$ cat config.mk
export PLATFORM = sky130hd
export DESIGN_NAME = branch_resolve_unit
export DESIGN_NICKNAME = d
export VERILOG_FILES = /design/src/rtl/branch_resolve_unit.sv
export SDC_FILE = /design/constraint.sdc
export NUM_CORES = 1
export LEC_CHECK = 0
export BUFFER_PORTS_ARGS = -buffer_cell sky130_fd_sc_hd__buf_2
export CAP_MARGIN = 30
export CORE_MARGIN = 1
export CORE_UTILIZATION = 23
export CTS_CLUSTER_SIZE = 40
export DETAILED_ROUTE_END_ITERATION = 10
export GPL_TIMING_DRIVEN = 1
export HOLD_SLACK_MARGIN = 0.12
export PLACE_DENSITY = 0.39
export SLEW_MARGIN = 20
export SYNTH_ARGS = -nofsm -noshare
export SYNTH_HDL_FRONTEND = slang
export SYNTH_SLANG_ARGS = --single-unit
$ cat constraint.sdc
create_clock -name clk -period 3.3 [get_ports clk]
set_clock_uncertainty 0.05 [all_clocks]
set_input_delay 0.66 -clock clk [delete_from_list [all_inputs] [get_ports clk]]
set_output_delay 0.66 -clock clk [all_outputs]
set_load 0.1 [all_outputs]
$ cat src/rtl/branch_resolve_unit.sv
// Execute-stage branch resolution with a 2-bit saturating-counter BHT and one-cycle registered result.
// Define BR_STATS_EN to compile in the branch/mispredict statistics counters; otherwise stat_* read as zero.
module branch_resolve_unit #(
    parameter int          XLEN     = 32,
    parameter int          BHT_IDX  = 6,
    parameter logic [1:0]  BHT_INIT = 2'b01
) (
    input  logic            clk,
    input  logic            rst_n,

    input  logic [XLEN-1:0] lookup_pc,
    output logic            lookup_taken,

    input  logic            ex_valid,
    input  logic [XLEN-1:0] ex_reg1,
    input  logic [XLEN-1:0] ex_reg2,
    input  logic [2:0]      ex_br_type,
    input  logic [XLEN-1:0] ex_pc,
    input  logic [XLEN-1:0] ex_br_target,
    input  logic            ex_predict_taken,
    input  logic            flush,

    output logic            res_valid,
    output logic            res_is_branch,
    output logic            res_taken,
    output logic            res_mispredict,
    output logic [XLEN-1:0] res_target,

    output logic [31:0]     stat_branches,
    output logic [31:0]     stat_mispredicts
);

    // Branch-type codes shared with the rest of the pipeline.
    localparam logic [2:0] BR_NOBRANCH = 3'd0;
    localparam logic [2:0] BR_BEQ      = 3'd1;
    localparam logic [2:0] BR_BNE      = 3'd2;
    localparam logic [2:0] BR_BLT      = 3'd3;
    localparam logic [2:0] BR_BLTU     = 3'd4;
    localparam logic [2:0] BR_BGE      = 3'd5;
    localparam logic [2:0] BR_BGEU     = 3'd6;

    localparam int BHT_N = 1 << BHT_IDX;

    // ------------------------------------------------------------------
    // Compare and decode
    // ------------------------------------------------------------------
    logic            cmp_eq;
    logic            cmp_lt_s;
    logic            cmp_lt_u;
    logic            is_branch;
    logic            taken;
    logic            accept;
    logic            mispredict;
    logic [XLEN-1:0] pc_plus4;
    logic [XLEN-1:0] next_target;

    assign cmp_eq   = (ex_reg1 == ex_reg2);
    assign cmp_lt_s = ($signed(ex_reg1) < $signed(ex_reg2));
    assign cmp_lt_u = (ex_reg1 < ex_reg2);
    assign pc_plus4 = ex_pc + XLEN'(4);

    always_comb begin
        is_branch = 1'b0;
        taken     = 1'b0;
        case (ex_br_type)
            BR_BEQ:  begin is_branch = 1'b1; taken = cmp_eq;    end
            BR_BNE:  begin is_branch = 1'b1; taken = !cmp_eq;   end
            BR_BLT:  begin is_branch = 1'b1; taken = cmp_lt_s;  end
            BR_BGE:  begin is_branch = 1'b1; taken = !cmp_lt_s; end
            BR_BLTU: begin is_branch = 1'b1; taken = cmp_lt_u;  end
            BR_BGEU: begin is_branch = 1'b1; taken = !cmp_lt_u; end
            BR_NOBRANCH: begin is_branch = 1'b0; taken = 1'b0;  end
            default: begin is_branch = 1'b0; taken = 1'b0;      end
        endcase
    end

    assign accept      = ex_valid && !flush;
    assign mispredict  = is_branch && (taken ^ ex_predict_taken);
    assign next_target = taken ? ex_br_target : pc_plus4;

    // ------------------------------------------------------------------
    // Registered resolution result; all fields zero when not valid
    // ------------------------------------------------------------------
    logic            res_valid_q,      res_valid_d;
    logic            res_is_branch_q,  res_is_branch_d;
    logic            res_taken_q,      res_taken_d;
    logic            res_mispredict_q, res_mispredict_d;
    logic [XLEN-1:0] res_target_q,     res_target_d;

    always_comb begin
        res_valid_d      = 1'b0;
        res_is_branch_d  = 1'b0;
        res_taken_d      = 1'b0;
        res_mispredict_d = 1'b0;
        res_target_d     = '0;
        if (accept) begin
            res_valid_d      = 1'b1;
            res_is_branch_d  = is_branch;
            res_taken_d      = taken;
            res_mispredict_d = mispredict;
            res_target_d     = next_target;
        end
    end

    always_ff @(posedge clk or negedge rst_n) begin
        if (!rst_n) begin
            res_valid_q      <= 1'b0;
            res_is_branch_q  <= 1'b0;
            res_taken_q      <= 1'b0;
            res_mispredict_q <= 1'b0;
            res_target_q     <= '0;
        end else begin
            res_valid_q      <= res_valid_d;
            res_is_branch_q  <= res_is_branch_d;
            res_taken_q      <= res_taken_d;
            res_mispredict_q <= res_mispredict_d;
            res_target_q     <= res_target_d;
        end
    end

    assign res_valid      = res_valid_q;
    assign res_is_branch  = res_is_branch_q;
    assign res_taken      = res_taken_q;
    assign res_mispredict = res_mispredict_q;
    assign res_target     = res_target_q;

    // ------------------------------------------------------------------
    // Branch history table
    // ------------------------------------------------------------------
    logic [1:0]         bht_q [BHT_N];
    logic [BHT_IDX-1:0] lookup_idx;
    logic [BHT_IDX-1:0] ex_idx;
    logic [1:0]         ctr_cur;
    logic [1:0]         ctr_d;
    logic               bht_upd;

    assign lookup_idx = lookup_pc[BHT_IDX+1:2];
    assign ex_idx     = ex_pc[BHT_IDX+1:2];
    assign bht_upd    = accept && is_branch;
    assign ctr_cur    = bht_q[ex_idx];

    always_comb begin
        ctr_d = ctr_cur;
        if (taken) begin
            if (ctr_cur != 2'b11) ctr_d = ctr_cur + 2'b01;
        end else begin
            if (ctr_cur != 2'b00) ctr_d = ctr_cur - 2'b01;
        end
    end

    always_ff @(posedge clk or negedge rst_n) begin
        if (!rst_n) begin
            for (int i = 0; i < BHT_N; i++) begin
                bht_q[i] <= BHT_INIT;
            end
        end else if (bht_upd) begin
            bht_q[ex_idx] <= ctr_d;
        end
    end

    // Read straight from the array: a same-cycle update is not forwarded.
    assign lookup_taken = bht_q[lookup_idx][1];

    // PC bits outside the index field do not participate in prediction.
    logic unused_pc_bits;
    assign unused_pc_bits = ^{lookup_pc[XLEN-1:BHT_IDX+2], lookup_pc[1:0],
                              ex_pc[XLEN-1:BHT_IDX+2], ex_pc[1:0]};

    // ------------------------------------------------------------------
    // Statistics
    // ------------------------------------------------------------------
`ifdef BR_STATS_EN
    logic [31:0] stat_br_q,  stat_br_d;
    logic [31:0] stat_mis_q, stat_mis_d;

    always_comb begin
        stat_br_d  = stat_br_q;
        stat_mis_d = stat_mis_q;
        if (bht_upd) begin
            if (stat_br_q != 32'hFFFF_FFFF) stat_br_d = stat_br_q + 32'd1;
            if (mispredict && (stat_mis_q != 32'hFFFF_FFFF)) stat_mis_d = stat_mis_q + 32'd1;
        end
    end

    always_ff @(posedge clk or negedge rst_n) begin
        if (!rst_n) begin
            stat_br_q  <= '0;
            stat_mis_q <= '0;
        end else begin
            stat_br_q  <= stat_br_d;
            stat_mis_q <= stat_mis_d;
        end
    end

    assign stat_branches    = stat_br_q;
    assign stat_mispredicts = stat_mis_q;
`else
    assign stat_branches    = 32'd0;
    assign stat_mispredicts = 32'd0;
`endif

endmodule

Word level (Yosys, flattened, before mapping)
Index checks and enable logic that the tools add are counted.
{ "word_totals": {"ff_bits": 164, "in_bits": 168, "out_inout_bits": 101, "elab_cells": 118} }
{ "classes": {"addsub": 3, "order_cmp": 5, "eq_ne": 8, "n_mux": 20, "n_bitwise": 3, "n_reduce_logical": 10} }
{ "op_table": {"columns": ["cell", "n"], "rows": [
  ["$bwmux W128", 1],
  ["$lt A32 B32 Y1", 2],
  ["$mux W32", 2],
  ["$add A32 B3 Y32 const B", 1],
  ["$eq A32 B32 Y1", 1],
  ["$bmux W2 S6", 2],
  ["$mux W2", 8],
  ["$ge A7 B7 Y1 const B", 2],
  ["$not A6 Y7", 2],
  ["$demux W2 S6", 1],
  ["$eq A3 B3 Y1 const B", 3],
  ["$lt A7 B1 Y1 const B", 1],
  ["$eq A3 B2 Y1 const B", 2],
  ["$pmux W1 S6", 1],
  ["$reduce_or A6 Y1", 1],
  ["$mux W1", 5],
  ["$logic_and A1 B1 Y1", 4],
  ["$logic_not A1 Y1", 4],
  ["$eq A3 B1 Y1 const B", 1],
  ["$add A2 B1 Y2 const B", 1],
  ["$ne A2 B2 Y1 const B", 1],
  ["$reduce_bool A2 Y1", 1],
  ["$sub A2 B1 Y2 const B", 1],
  ["$xor A1 B1 Y1", 1]
]} }

Logic depth before layout (Yosys ltp)
{ "logic_depth": {"depth_word": 8, "depth_mapped": 13, "ltp_nobuf": 10} }

Least setup slack after synthesis
No wires, ideal clock.
{ "synth_path": {"path_kind": "in2out", "startpoint": "input port lookup_pc[2]", "endpoint": "output port lookup_taken", "arrival_ns": 3.103, "required_time_ns": 2.590, "path_slack_ns": -0.513, "stages": 5, "cell_sequence": "clkbuf_1 -> buf_2 -> mux4_2 -> mux4_2 -> mux4_2"} }
{ "synth_via": {"elab_chain_cells": 4} }
{ "synth_rtl": {"columns": ["item", "line", "text"], "rows": [
  ["from (decl)", "11", "input logic [XLEN-1:0] lookup_pc,"],
  ["$not A6 Y7 (implied by the code)", "162", "assign lookup_taken = bht_q[lookup_idx][1];"],
  ["$bmux W2 S6", "162", null],
  ["$mux W2 (implied by the code) (2 in series)", "162", null],
  ["to (decl)", "12", "output logic lookup_taken,"]
]} }
Every way passes these cells. The select of a mux whose other input is x is not followed.

Worst setup path in the final report
Ends and elaborated chain as after synthesis.

==> results.ini <==
[detailed_routing]
drc = 0
drtAntennaViolNets = 0
post_drt_wl_per_cell_um = 18.5
drt_iter0_drc = 491
routed_wl_um = 35500
route.vias.total = 8938
firstDrtPassIters = 8
viasPerCell = 4.66

[job]
drv_cap = 0

[worst_setup_path]
critPathCapture = lookup_taken
reg2reg_from = bht_q[88]
cp-end-kind = primary output
worstPathRequired_ns = 2.59
worstSetupPathType = primary input to primary output
worst-path-max-fanout = 8
rrSetupSlack_ns = 0.61
r2r-end = bht_q[17]
cp.arrival_ns = 2.66
reg2reg_depth = 8
crit_start = lookup_pc[2]
cp-start-kind = primary input

[yosys]
synthArstFlopShare = 1.00
ys_types = 68
yosys_warnings = 0
synth_top_cell_by_area = dfrtp_1
ys_seq_elements = 164
syn-cell-area_um2 = 10400
synth_edf_count = 0
ys_seq_area_frac = 0.402
netlist_instances = 1098
yosys.area.top_type_share = 0.241
syn_avg_cell_area_um2 = 9.47
ys_top_cells_by_area = dfrtp_1 24%, dfstp_2 16%, nor2_1 7.8%
synthFlopType = dfrtp_1

[clock_tree]
post-cts-setup-buffers = 0
insertion_delay_ns = 0.45
numCtsBuffers = 17
cts_root_buf = clkbuf_16
cts_tree = done
clockBufferDepth = 2
cts_hold_buf = 0
path_clk_slew_ns = 0.06
cts.sinks = 164
htree_levels = 4

[sta]
fin_crit_sh = 1.02
rsz0062_at_grt = true
relSlewSlack = 0.569
finalCriticalPeriod_ns = 3.37
max_freq_ghz = 0.297
hold_ws_ns = 0.116
finalHoldViolations = 0
tightest_slew_ns = 0.645
slew_violations = 0
finalWorstSetupSlack_ns = -0.0701
setup_viol = 1

[pwr]
p_leak_uw = 0.00569
peakVddDrop_mv = 0.286
p_per_area_nw_per_um2 = 494

[global_routing]
grt_pass1_vias = 8974
antenna_found_initial = 1
grt_pass1_wl_um = 55300
track_usage = 0.156
gr-total-overflow = 0
grt_start_max_net_pins = 60

[placed_design]
gp_congestion = 0.841
hpwl_um = 26200
post-place-cells = 1887
port_buffers = 178
post_dp_cell_area_um2 = 12300

[final_layout]
area_growth_pct = 24.5
drive_gt1_frac = 0.324
fin_cells = 1920
nNetsFinal = 1515
final_area_um2 = 12900

[status]
status = finished with violations
violations = negative setup slack

[floorplan]
die_y_um = 215
ios = 269
rows = 77
fp.dieW_um = 215
design.die.area_um2 = 46100
start_util = 0.234
coreArea_um2 = 44400

[hold_path]
hold_path_class = primary input to asynchronous set/reset pin

==> worst min-delay path by stage <==
stage                 end  slack, ns  cells after the start
2_1_floorplan  bht_q[101]       0.31                      0
5_1_grt         bht_q[21]       0.13                      1
3_5_place_dp    bht_q[74]       0.44                      2
3_3_place_gp    bht_q[80]       0.44                      2
6_report        bht_q[25]       0.12                      1
4_1_cts         bht_q[91]       0.12                      1
==> placed cells by master (no fill, tap or decap), drive strengths merged, types with 9 or more instances in the layout <==
cell	count
a211oi	28
a21oi	23
a221oi	15
a31oi	132
and3	13
buf	274
clkbuf	22
conb	64
dfrtp	100
dfstp	64
ha	33
inv	40
mux2	15
mux2i	15
mux4	25
nand2	29
nand3	38
nand4	16
nor2	215
nor2b	9
nor3	33
o21ai	15
xnor2	15
xor2	13
==> report_power, final <==
part	internal [uW]	switching, uW	leakage, uW
Clock	1120	895	0.000275
Sequential	2300	152	0.00201
Combinational	618	1310	0.00341
==> flip-flops by register name, summed over array words and instances (netlist names) <==
name	cells
bht_q	128
res_is_branch	1
res_mispredict	1
res_taken	1
res_target	32
res_valid	1
==> cell type report <==
type,instances,area (um^2)
Fill cell,4804,31500
Multi-Input combinational cell,818,5360
Sequential cell,164,4180
Timing Repair Buffer,274,1930
Tap cell,592,741
Clock buffer,22,484
Inverter,39,146
Clock inverter,10,96.3
Antenna cell,1,2.50
==> critical path: stages <==
cell    delay [ns]
buf_8         0.08
buf_12        0.13
mux4_2        0.52
mux4_2        0.54
mux4_2        0.52
buf_12        0.19
==> routing by layer <==
metal / vias to the layer above / track usage / wire (um)
li1: 4327 / - / -
met1: 4384 / 0.200 / 15800
met2: 190 / 0.267 / 17800
met3: 37 / 0.0264 / 1220
met4: 0 / 0.0519 / 671
met5: - / 0 / 0
==> cell families after synthesis <==
logic type      Yosys count  share of synthesized area
flops                   164                      0.402
compound gates          254                      0.171
fa+ha+maj                33                     0.0397
mux                      55                     0.0852
buf+inv                 179                      0.106
simple gates            384                      0.172
xor+xnor                 28                     0.0236
other cells               1                   0.000361
==> timing repair <==
action | CTS | global route
setup endpoints to repair | 1 | 1
gates resized for setup | 7 | 0
gates cloned | 0 | 0
==> cells in the mapped netlist, types with 20 or more instances <==
cell / n
ha_1: 33
nand3_1: 36
mux4_2: 25
a31oi_1: 126
dfstp_2: 64
nand2_1: 28
buf_2: 25
dfrtp_1: 100
inv_1: 38
buf_4: 73
nor2_1: 215
a211oi_1: 28
clkbuf_1: 20
nor3_1: 32
a21oi_1: 23
==> stage by stage <==
step / power [uW] / setup WS [ns] / util / setup TNS (ns)
2_1_floorplan: 3840 / -0.0315 / - / -0.0315
3_3_place_gp: 4400 / -0.265 / 0.278 / -28.46
3_5_place_dp: 4410 / -0.269 / 0.278 / -27.13
4_1_cts: 6460 / -0.0930 / 0.291 / -0.0930
5_1_grt: 6700 / -0.110 / 0.291 / -0.110
6_report: 6390 / -0.0701 / 0.291 / -0.0701
Power figures use the tool's default switching activity.
